[src/rtl/datapath_primitives_pkg.sv]
// Shared widths and types for the datapath storage/selection primitives.
// Select encodings stay with the instantiating datapath.
package datapath_primitives_pkg;

    localparam int DP_W   = 16;
    localparam int M4_N   = 4;
    localparam int M8_N   = 8;

    typedef logic [DP_W-1:0] word_t;

endpackage

[src/rtl/datapath_primitives_if.sv]
// Bundles the flop controls and mux data/select buses seen by the primitive top.
// The master drives loads and selects; the slave returns registered and selected data.
interface datapath_primitives_if;
    import datapath_primitives_pkg::*;

    logic                        en16;
    word_t                       d16;
    word_t                       q16;
    logic                        en1;
    logic                        d1;
    logic                        q1;
    logic [M4_N-1:0][DP_W-1:0]   m4_d;
    logic [1:0]                  m4_s;
    word_t                       m4_y;
    logic [M8_N-1:0][DP_W-1:0]   m8_d;
    logic [2:0]                  m8_s;
    word_t                       m8_y;

    modport master (
        output en16, d16, en1, d1, m4_d, m4_s, m8_d, m8_s,
        input  q16, q1, m4_y, m8_y
    );

    modport slave (
        input  en16, d16, en1, d1, m4_d, m4_s, m8_d, m8_s,
        output q16, q1, m4_y, m8_y
    );

endinterface

[src/rtl/datapath_primitives_cells.sv]
// Leaf cells: enabled register with async clear, 4:1 and 8:1 selectors.
// Ports are positional-compatible with the datapath instantiations.
module flop_enable_reset #(
    parameter int WIDTH = 8
) (
    input  logic             clock,
    input  logic             reset,
    input  logic             enable,
    input  logic [WIDTH-1:0] d,
    output logic [WIDTH-1:0] q
);
    logic [WIDTH-1:0] q_q, q_d;

    always_comb begin
        q_d = q_q;
        if (enable) q_d = d;
    end

    // Clear is asynchronous and wins over enable and the clock.
    always_ff @(posedge clock or posedge reset) begin
        if (reset) q_q <= '0;
        else       q_q <= q_d;
    end

    assign q = q_q;
endmodule

module mux4 #(
    parameter int WIDTH = 8
) (
    input  logic [WIDTH-1:0] d0,
    input  logic [WIDTH-1:0] d1,
    input  logic [WIDTH-1:0] d2,
    input  logic [WIDTH-1:0] d3,
    input  logic [1:0]       s,
    output logic [WIDTH-1:0] y
);
    always_comb begin
        case (s)
            2'd0:    y = d0;
            2'd1:    y = d1;
            2'd2:    y = d2;
            2'd3:    y = d3;
            default: y = d0;
        endcase
    end
endmodule

module mux8 #(
    parameter int WIDTH = 8
) (
    input  logic [WIDTH-1:0] d0,
    input  logic [WIDTH-1:0] d1,
    input  logic [WIDTH-1:0] d2,
    input  logic [WIDTH-1:0] d3,
    input  logic [WIDTH-1:0] d4,
    input  logic [WIDTH-1:0] d5,
    input  logic [WIDTH-1:0] d6,
    input  logic [WIDTH-1:0] d7,
    input  logic [2:0]       s,
    output logic [WIDTH-1:0] y
);
    always_comb begin
        case (s)
            3'd0:    y = d0;
            3'd1:    y = d1;
            3'd2:    y = d2;
            3'd3:    y = d3;
            3'd4:    y = d4;
            3'd5:    y = d5;
            3'd6:    y = d6;
            3'd7:    y = d7;
            default: y = d0;
        endcase
    end
endmodule

[src/rtl/datapath_primitives.sv]
// Wraps one 16-bit and one 1-bit enabled flop plus the 4:1 and 8:1 selectors
// at datapath width, exposed through a single interface.
module datapath_primitives
    import datapath_primitives_pkg::*;
(
    input  logic                  clk,
    input  logic                  rst,
    datapath_primitives_if.slave  bus
);

    flop_enable_reset #(.WIDTH(DP_W)) u_flop16 (
        .clock  (clk),
        .reset  (rst),
        .enable (bus.en16),
        .d      (bus.d16),
        .q      (bus.q16)
    );

    // Single-bit instance covers status-flag style registers.
    flop_enable_reset #(.WIDTH(1)) u_flop1 (
        .clock  (clk),
        .reset  (rst),
        .enable (bus.en1),
        .d      (bus.d1),
        .q      (bus.q1)
    );

    mux4 #(.WIDTH(DP_W)) u_mux4 (
        .d0 (bus.m4_d[0]),
        .d1 (bus.m4_d[1]),
        .d2 (bus.m4_d[2]),
        .d3 (bus.m4_d[3]),
        .s  (bus.m4_s),
        .y  (bus.m4_y)
    );

    mux8 #(.WIDTH(DP_W)) u_mux8 (
        .d0 (bus.m8_d[0]),
        .d1 (bus.m8_d[1]),
        .d2 (bus.m8_d[2]),
        .d3 (bus.m8_d[3]),
        .d4 (bus.m8_d[4]),
        .d5 (bus.m8_d[5]),
        .d6 (bus.m8_d[6]),
        .d7 (bus.m8_d[7]),
        .s  (bus.m8_s),
        .y  (bus.m8_y)
    );

endmodule

[src/flat_wrapper.sv]
// flat-port wrapper written by rule: the top's interface ports become plain ports
module datapath_primitives_flat import datapath_primitives_pkg::*;
  (clk, rst, bus_en16, bus_d16, bus_en1, bus_d1, bus_m4_d, bus_m4_s, bus_m8_d, bus_m8_s, bus_q16, bus_q1, bus_m4_y, bus_m8_y);
  datapath_primitives_if bus_i ();
  input  logic clk;
  input  logic rst;
  input wire logic [$bits(bus_i.en16)-1:0] bus_en16;
  input wire logic [$bits(bus_i.d16)-1:0] bus_d16;
  input wire logic [$bits(bus_i.en1)-1:0] bus_en1;
  input wire logic [$bits(bus_i.d1)-1:0] bus_d1;
  input wire logic [$bits(bus_i.m4_d)-1:0] bus_m4_d;
  input wire logic [$bits(bus_i.m4_s)-1:0] bus_m4_s;
  input wire logic [$bits(bus_i.m8_d)-1:0] bus_m8_d;
  input wire logic [$bits(bus_i.m8_s)-1:0] bus_m8_s;
  output wire logic [$bits(bus_i.q16)-1:0] bus_q16;
  output wire logic [$bits(bus_i.q1)-1:0] bus_q1;
  output wire logic [$bits(bus_i.m4_y)-1:0] bus_m4_y;
  output wire logic [$bits(bus_i.m8_y)-1:0] bus_m8_y;
  assign bus_i.en16 = bus_en16;
  assign bus_i.d16 = bus_d16;
  assign bus_i.en1 = bus_en1;
  assign bus_i.d1 = bus_d1;
  assign bus_i.m4_d = bus_m4_d;
  assign bus_i.m4_s = bus_m4_s;
  assign bus_i.m8_d = bus_m8_d;
  assign bus_i.m8_s = bus_m8_s;
  assign bus_q16 = bus_i.q16;
  assign bus_q1 = bus_i.q1;
  assign bus_m4_y = bus_i.m4_y;
  assign bus_m8_y = bus_i.m8_y;
  datapath_primitives u_core (.clk(clk), .rst(rst), .bus(bus_i));
endmodule
[config.mk]
export PLATFORM = sky130hd
export DESIGN_NAME = datapath_primitives_flat
export DESIGN_NICKNAME = d
export VERILOG_FILES = /design/src/rtl/datapath_primitives_pkg.sv /design/src/rtl/datapath_primitives_if.sv /design/src/rtl/datapath_primitives_cells.sv /design/src/rtl/datapath_primitives.sv /design/src/flat_wrapper.sv
export SDC_FILE = /design/constraint.sdc
export NUM_CORES = 1
export LEC_CHECK = 0
export CORE_AREA = 2 2 103 105
export DETAILED_ROUTE_END_ITERATION = 10
export DIE_AREA = 0 0 105 107
export HOLD_SLACK_MARGIN = 0.06
export PLACE_DENSITY = 0.68
export SYNTH_ARGS = -nofsm -noshare
export SYNTH_HDL_FRONTEND = slang
export SYNTH_SLANG_ARGS = --single-unit
[constraint.sdc]
create_clock -name clk -period 2.3 [get_ports clk]
set_clock_uncertainty 0.1 [all_clocks]
set_input_delay 0.345 -clock clk [delete_from_list [all_inputs] [get_ports clk]]
set_output_delay 0.345 -clock clk [all_outputs]
set_load 0.05 [all_outputs]
==> results.json <==
{
  "status": "finished, final reports clean",
  "route.detailed.wl_per_inst_um": 19.1,
  "holdWs_ps": 373,
  "ctsHoldBuffers": 0,
  "route.vias.total": 2906,
  "gp_congestion": 0.854,
  "worstRegToRegCells": 1,
  "grt-busiest-layer": "met2",
  "max-cap-violations": 0,
  "crit_chain": "clkdlybuf4s50_1 -> buf_12 -> mux4_2 -> buf_4",
  "via_per_inst": 4.76,
  "crit_cells": 4,
  "placement.io_buffers": 266,
  "yosysSeqAreaShare": 0.197,
  "synth.avg_cell_area_sq_um": 10.5,
  "synth.net_count": 424,
  "cp_num_buf_inv": 3,
  "drt_iter0_markers": 166,
  "ys.warnings.count": 0,
  "final_cells": 611,
  "slew_headroom": 0.586,
  "r2r_setup_slack_ps": 1440,
  "power.total_mw": 1.91,
  "grt_pass1_wl_um": 17300,
  "cp-start-kind": "input port",
  "synth_cell_types": 28,
  "grt_remaining_overflow": 0,
  "slew_viol_final": 0,
  "num_rows": 37,
  "tightestPinTransition_ps": 621,
  "core_sq_um": 10100,
  "drive_gt1_frac": 0.202,
  "io_pins": 267,
  "critPathKind": "input port to primary output",
  "nets": 694,
  "use_met1": 0.247,
  "cts_htree_levels": 1,
  "leakagePower_nw": 2.11,
  "ys_ff_latch": 17,
  "max-vdd-ir-drop_uv": 488,
  "insertion_delay_ps": 250,
  "firstDrtPassIters": 6,
  "worstSetupStartpoint": "bus_m4_s[0]",
  "cp_max_fo": 12,
  "syn_to_final_growth_pct": 144,
  "post-place-ws_ps": -199,
  "rsz0062_at_grt": "no",
  "cp_slowest_cell": "clkdlybuf4s50_1",
  "max_stage_delay_ps": 530,
  "grtUsageMet3": 0.0419,
  "powerDensity_nw_per_um2": 364,
  "r2r-start": "u_core.u_flop16.q[5]",
  "cts_num_sinks": 17,
  "fmax_mhz": 446,
  "antenna_found_initial": 0,
  "dp.cells": 602,
  "cpLargestDelayFamily": "buffers and inverters",
  "met2_usage": 0.346,
  "critPathArrivalTime_ps": 1800,
  "fin_crit_ps": 2240,
  "clockRootBuffer": "clkbuf_8",
  "grt_pass1_vias": 3041,
  "synthesis.area_sq_um": 2150,
  "post-route-drc-count": 0,
  "cts_tree": "yes",
  "start_util": 0.213,
  "dieArea_sq_um": 11200,
  "antenna_cells": 0,
  "final_area_sq_um": 5260,
  "cts_buffers": 3,
  "routed_wl_um": 11700,
  "cp.required_ps": 1860,
  "min_period_over_period": 0.974,
  "crit_end": "bus_m4_y[10]",
  "placed_area_sq_um": 5150,
  "hp-class": "input port to asynchronous set/reset pin",
  "fillCellCount": 914,
  "dp_hpwl_um": 9900,
  "end_kind": "primary output",
  "track_usage": 0.195,
  "synthCells": 206,
  "clkTransAtPathRegs_ps": 60,
  "die_w_um": 105,
  "critical_path.reg2reg.endpoint": "u_core.u_flop16.q[5]",
  "grt_max_degree": 38,
  "setup_violations": 0,
  "ant_nets": 0,
  "hold_viol": 0,
  "timing.final.ws_setup_ps": 59.4,
  "fp.dieH_um": 107,
  "max-clock-path-buffers": 2
}
-- cells in the mapped netlist (all sizes together) --
master / n / area (sq um)
mux2i: 38 / 380
buf: 19 / 129
dfrtp: 17 / 425
mux2: 17 / 191
mux4: 16 / 360
a211oi: 11 / 82.6
nor3b: 11 / 82.6
o22a: 11 / 96.3
o22ai: 11 / 68.8
inv: 10 / 37.5
nand2b: 7 / 43.8
nand2: 6 / 22.5
clkbuf: 5 / 20.0
a221oi: 4 / 35.0
nor2: 4 / 15.0
o2bb2ai: 4 / 35.0
o32a: 4 / 40.0
o32ai: 4 / 35.0
a21oi: 2 / 10.0
a211o: 1 / 8.76
a22oi: 1 / 7.51
a31oi: 1 / 6.26
and4b: 1 / 10.0
or3: 1 / 11.3
-- worst min-delay path by stage --
stage | startpoint | end | slack (ps) | cells after the start
6_report | rst | u_core.u_flop16.q[5] | 370 | 2
5_1_grt | u_core.u_flop16.q[4] | u_core.u_flop16.q[4] | 420 | 1
4_1_cts | rst | u_core.u_flop16.q[5] | 400 | 2
3_5_place_dp | u_core.u_flop16.q[7] | u_core.u_flop16.q[7] | 400 | 1
3_3_place_gp | u_core.u_flop16.q[15] | u_core.u_flop16.q[15] | 390 | 1
2_1_floorplan | rst | u_core.u_flop1.q | 170 | 1
-- report_power, final --
group / internal [mW] / total [mW] / switching [mW]
registers: 0.329 / 0.344 / 0.0146
clock network: 0.123 / 0.221 / 0.0979
logic: 0.734 / 1.35 / 0.616
-- layer usage --
layer	share of wire	wire [um]
met3	0.083	966
met2	0.50	5780
met5	0	0
met4	0.014	159
met1	0.41	4750
-- cells in the final DEF (no fill, tap or decap), drive strengths merged --
| master | netlist | final |
|---|---|---|
| a211o | 1 | 1 |
| a211oi | 11 | 11 |
| a21oi | 2 | 2 |
| a221oi | 4 | 4 |
| a22oi | 1 | 1 |
| a31oi | 1 | 1 |
| and4b | 1 | 1 |
| buf | 19 | 54 |
| bufbuf | 0 | 1 |
| clkbuf | 5 | 5 |
| clkdlybuf4s50 | 0 | 231 |
| dfrtp | 17 | 17 |
| dlygate4sd2 | 0 | 1 |
| inv | 10 | 10 |
| mux2 | 17 | 17 |
| mux2i | 38 | 38 |
| mux4 | 16 | 16 |
| nand2 | 6 | 6 |
| nand2b | 7 | 7 |
| nor2 | 4 | 4 |
| nor3b | 11 | 11 |
| o22a | 11 | 11 |
| o22ai | 11 | 11 |
| o2bb2ai | 4 | 4 |
| o32a | 4 | 4 |
| o32ai | 4 | 4 |
| or3 | 1 | 2 |
-- stage by stage --
stage	utilization	setup TNS, ps
finish	0.521	0
global route	0.521	0
CTS	0.521	0
detailed placement	0.510	-2210
global placement	0.510	-1890
floorplan	-	0
-- sequential cells by signal, summed over array words and instances (netlist names) --
| register | cells |
|---|---|
| u_core.u_flop1.q | 1 |
| u_core.u_flop16.q | 16 |
-- timing repair --
action	CTS	global route
setup endpoints to repair	16	6
setup buffers	4	0
cloned	1	0
pin swaps	4	0
resized for setup	9	2
-- cell type report --
class / instances / area, sq um / area share
timing repair buffer: 288 / 3020 / 0.574
clock buffer: 4 / 45.0 / 0.00857
multi-input combinational: 156 / 1560 / 0.297
tap: 136 / 170 / 0.0324
inverter: 10 / 37.5 / 0.00714
sequential: 17 / 425 / 0.0809
-- kinds of logic (layout without fill, tap and decap cells) --
family,Yosys count,in the layout,share of synthesized area
simple gates,30,31,0.0859
mux,71,71,0.433
buf+inv,34,302,0.0865
compound gates,54,54,0.197
flops,17,17,0.197
(Power assumes the default switching activity.)
==> variant 1 (config.mk and constraints unchanged) <==
Set the package constant `DP_W` to 12 (it was 16).
--- a/src/rtl/datapath_primitives_pkg.sv
+++ b/src/rtl/datapath_primitives_pkg.sv
@@ -2,7 +2,7 @@
 // Select encodings stay with the instantiating datapath.
 package datapath_primitives_pkg;
 
-    localparam int DP_W   = 16;
+    localparam int DP_W   = 12;
     localparam int M4_N   = 4;
     localparam int M8_N   = 8;
 
Ports: changed (6 resized); port bits go from 267 to 203. The function was not compared with the original's and may differ.
==> variant 1 against the original RTL <==
Wire length down 33%; largest cell class unchanged; final area down 25%; non-clock buffer count down 72; combinational power down 29%; die area unchanged; setup slack better by 0.035 ns; area after synthesis down 25%; sequential share of layout area up 0.14 points; sequential cell count down 4; power down 26%.
==> variant 1: results (changes against the original RTL) <==
### Worst setup path
• peak per-stage delay on the critical path: 0.55 ns, was 0.53 ns
• maximum fanout along the worst path: 18, was 12
• worst path arrival time: 1.76 ns, was 1.80 ns

### Global routing
• maximum number of pins on one net before global-route repair: 32, was 38
• met3 capacity usage during global routing: 0.0608, was 0.0419
• gr usage total: 0.132, was 0.195
• wire length of the first global-routing pass: 11900 um, was 17300 um
• antenna violations before repair: 1, was 0
• met2 demand-to-capacity share in global routing: 0.262, was 0.346

### Final layout
• Filler Cells Inserted: 1008, was 914
• clock-cell share of area: 0.0114, was 0.00857
• Inserted Diodes: 1, was 0
• share of the final layout cell area in multi-input gates: 0.306, was 0.297
• flip-flop count of the largest register, all copies and words added: 12, was 16
• sequential share of cell area: 0.0823, was 0.0809
• nets@finish: 516, was 694
• share of post-route cells with drive strength above 1: 0.226, was 0.202
• fraction of cell area in non-clock buffers: 0.554, was 0.574
• Repair and plain buffers: 216, was 288

### Routing
• total length of routed met2 wires: 4130 um, was 5780 um
• count of TritonRoute iterations in the first routing pass: 4, was 6
• met1 layer wirelength in the final routing: 2640 um, was 4750 um
• metal3 WL: 1030 um, was 966 um
• number of vias after detailed routing: 2113, was 2906
• routed length per placed instance: 16.1 um, was 19.1 um

### Power
• static leakage: 1.55 nW, was 2.11 nW
• Clk pwr share: 0.143, was 0.115
• net switching power: 0.000530 W, was 0.000728 W

### Timing
• crit share post-route: 0.959, was 0.974
• Worst Hold Slack: 0.319 ns, was 0.373 ns
• Worst-Margin Slew: 0.526 ns, was 0.621 ns

### Place
• placed wire-length estimate after detailed placement: 6840 um, was 9900 um
• final RePlAce weighted congestion: 0.778, was 0.854
• setup slack after placement: -0.220 ns, was -0.199 ns

### Yosys
• Avg Synthesized Cell Area: 11.2 um2, was 10.5 um2
• proportion of synthesized chip area in sequential cells: 0.202, was 0.197
• largest cells by area after synthesis: sky130_fd_sc_hd__dfrtp_1, sky130_fd_sc_hd__mux4_2, sky130_fd_sc_hd__mux2i_1, was sky130_fd_sc_hd__dfrtp_1, sky130_fd_sc_hd__mux2i_1, sky130_fd_sc_hd__mux4_2
• number of nets in the synthesized netlist: 310, was 424
• number of distinct standard cells referenced by the synthesized netlist: 30, was 28
• top post-synthesis cells by count: sky130_fd_sc_hd__mux2i_1, sky130_fd_sc_hd__mux2_2, sky130_fd_sc_hd__dfrtp_1, was sky130_fd_sc_hd__mux2i_1, sky130_fd_sc_hd__dfrtp_1, sky130_fd_sc_hd__mux2_2

### Clock network
• number of cells upsized or downsized after cts: 5, was 9
• number of post-CTS setup repair buffers: 0, was 4
• number of sinks handled by clock tree synthesis: 13, was 17

### Run status
• result of the run: completed, unchanged

## variant 1: cell types whose count changed after synthesis, moves of 4 or more
cell                        before  now
sky130_fd_sc_hd__inv_1          10    2
sky130_fd_sc_hd__o2bb2ai_1       4    0
sky130_fd_sc_hd__mux2i_1        38   22
sky130_fd_sc_hd__dfrtp_1        17   13
sky130_fd_sc_hd__o32ai_1         4    0
sky130_fd_sc_hd__nand2b_1        7    2
sky130_fd_sc_hd__mux4_2         16   12
sky130_fd_sc_hd__mux4_1          0    4
sky130_fd_sc_hd__o22a_1         11    6
sky130_fd_sc_hd__o22ai_1        11    6
sky130_fd_sc_hd__a221oi_1        4    0
sky130_fd_sc_hd__a211oi_1       11    7
## variant 1: worst max-delay path: cells and delay by family
family / cells / cell delay, ns
buffers and inverters: 3 / 0.68
and+or+nand+nor: 1 / 0.10
AOI/OAI and AO/OA: 1 / 0.07
muxes: 1 / 0.55
## variant 1: cell families after synthesis
group,synth area share
flops,0.202
compound gates,0.161
mux,0.495
buf+inv,0.0613
simple gates,0.0807
==> variant 2 (same settings) <==
Made on the original files. Make the reset (`reset`) synchronous in one clocked block. Comments in the files are not updated.
--- a/src/rtl/datapath_primitives_cells.sv
+++ b/src/rtl/datapath_primitives_cells.sv
@@ -17,7 +17,7 @@
     end
 
     // Clear is asynchronous and wins over enable and the clock.
-    always_ff @(posedge clock or posedge reset) begin
+    always_ff @(posedge clock) begin
         if (reset) q_q <= '0;
         else       q_q <= q_d;
     end
Check against the original RTL: differs if rst is asserted again (counterexample within 4 cycles, from zero or initial values and one cycle with rst high); with rst held inactive, the same outputs for 10 cycles.
==> variant 2 against the original RTL <==
Wire length decreased by 6.3%; count of clock-buffer cells in the layout decreased by 1; setup slack improved by 0.025 ns; area after synthesis decreased by 5.1%; die area unchanged; power decreased by 7.3%; final area decreased by 2.8%; sequential cell count unchanged; global-route usage decreased by 1.2 points; sequential share of layout area decreased by 1.4 points; non-clock buffer count unchanged; largest power group unchanged; highest routed layer unchanged.
==> variant 2: results (changes against the original RTL) <==
### Run status
• result of the run: completed, unchanged

### Clock network
• number of post-CTS setup repair buffers: 0, was 4
• number of cells upsized or downsized after cts: 7, was 9

### Timing
• Worst Hold Slack: 0.399 ns, was 0.373 ns
• Worst-Margin Slew: 0.622 ns, was 0.621 ns

### Yosys
• multiplexer fraction of the synthesized cell area: 0.481, was 0.433
• compound-cell area share of the yosys netlist: 0.169, was 0.197
• most used flip-flop cell after synthesis: sky130_fd_sc_hd__dfxtp_1, was sky130_fd_sc_hd__dfrtp_1
• proportion of synthesized chip area in sequential cells: 0.166, was 0.197
• largest cells by area after synthesis: sky130_fd_sc_hd__mux2i_1, sky130_fd_sc_hd__mux4_2, sky130_fd_sc_hd__dfxtp_1, was sky130_fd_sc_hd__dfrtp_1, sky130_fd_sc_hd__mux2i_1, sky130_fd_sc_hd__mux4_2
• number of nets in the synthesized netlist: 438, was 424
• top post-synthesis cells by count: sky130_fd_sc_hd__mux2i_1, sky130_fd_sc_hd__nor2_1, sky130_fd_sc_hd__dfxtp_1, sky130_fd_sc_hd__mux4_2, sky130_fd_sc_hd__a211oi_1, was sky130_fd_sc_hd__mux2i_1, sky130_fd_sc_hd__dfrtp_1, sky130_fd_sc_hd__mux2_2

### Worst setup path
• R2R cell count: 2, was 1
• register-to-register setup slack: 1.54 ns, was 1.44 ns
• R2R Path Start: u_core.u_flop16.q[5], unchanged
• Critical path destination: bus_m4_y[8], was bus_m4_y[10]
• destination of the worst register-to-register timing path: u_core.u_flop16.q[5], unchanged

### Routing
• wire length after detailed routing: 10900 um, was 11700 um
• count of TritonRoute iterations in the first routing pass: 4, was 6

### Hold path
• hold crit path type: reg2reg, was in2async

### Global routing
• met2 demand-to-capacity share in global routing: 0.381, was 0.346
• maximum number of pins on one net before global-route repair: 31, was 38
• met1 routing resource usage after global routing: 0.178, was 0.247
• number of global-route vias before repair: 3068, was 3041
• met3 capacity usage during global routing: 0.0559, was 0.0419
• gr usage total: 0.183, was 0.195

### Final layout
• share of post-route cells with drive strength above 1: 0.166, was 0.202
• nets@finish: 706, was 694

### Place
• placed wire-length estimate after detailed placement: 9440 um, was 9900 um
• Post-Place Cell Area: 0.00504 mm2, was 0.00515 mm2

### Power
• static leakage: 2.07 nW, was 2.11 nW
• maximum vdd ir drop: 0.000427 V, was 0.000488 V

==> variant 2: changes by cell type after synthesis, moves of 4 or more <==
cell                        delta
sky130_fd_sc_hd__nor2_1       +32
sky130_fd_sc_hd__mux2i_1      +21
sky130_fd_sc_hd__dfrtp_1      -17
sky130_fd_sc_hd__dfxtp_1      +17
sky130_fd_sc_hd__mux2_2       -16
sky130_fd_sc_hd__inv_1        -10
sky130_fd_sc_hd__nor3b_1       -9
sky130_fd_sc_hd__nand2b_1      -5
sky130_fd_sc_hd__a21oi_1       +4
sky130_fd_sc_hd__a221oi_1      -4
sky130_fd_sc_hd__o2bb2ai_1     -4
sky130_fd_sc_hd__o32a_1        -4
sky130_fd_sc_hd__o32ai_1       -4
==> variant 2: metal layers <==
layer / up-vias / routed length [um]
met5: - / 0
met4: 0 / 99
met3: 4 / 1120
met2: 158 / 6080
met1: 1313 / 3630
li1: 1381 / -
==> variant 2: metrics by stage <==
stage	total power, W	worst slack (ns)	instances
after global placement	0.00156	-0.126	618
after detailed placement	0.00156	-0.143	618
after floorplan	0.000885	0.00528	220
after CTS	0.00180	0.0715	623
final	0.00178	0.0845	623
after global routing	0.00186	0.0335	623
==> variant 2: final cells by class <==
cell class	count	area, um2
Fill cell	947	4980
Timing Repair Buffer	288	2980
Multi-Input combinational cell	178	1570
Sequential cell	17	340
Tap cell	136	170
Clock buffer	3	41.3
Clock inverter	1	5.00
==> variant 2: kinds of logic after synthesis <==
kind of cell / Yosys count
muxes: 77
buffers and inverters: 25
AOI/OAI and AO/OA: 49
DFF: 17
and+or+nand+nor: 52
==> variant 2: worst max-delay path: stages <==
cell and delay [ns]:
sky130_fd_sc_hd__clkdlybuf4s50_1 0.50, sky130_fd_sc_hd__buf_12 0.19, sky130_fd_sc_hd__mux4_2 0.52, sky130_fd_sc_hd__buf_4 0.21
==> variant 2: worst min path at each step <==
stage / start / endpoint / depth (start not counted)
global placement: u_core.u_flop16.q[2] / u_core.u_flop16.q[2] / 2
floorplan: bus_d1 / u_core.u_flop1.q / 2
global route: u_core.u_flop16.q[6] / u_core.u_flop16.q[6] / 2
detailed placement: u_core.u_flop16.q[6] / u_core.u_flop16.q[6] / 2
finish: u_core.u_flop16.q[6] / u_core.u_flop16.q[6] / 2
CTS: u_core.u_flop16.q[7] / u_core.u_flop16.q[7] / 2
==> variant 2: power by group <==
group	switching [W]	total (W)	leakage [nW]	internal [W]
logic	0.000550	0.00123	1.91	0.000684
registers	0.00000979	0.000322	0.140	0.000312
clock network	0.0000993	0.000219	0.0255	0.000120
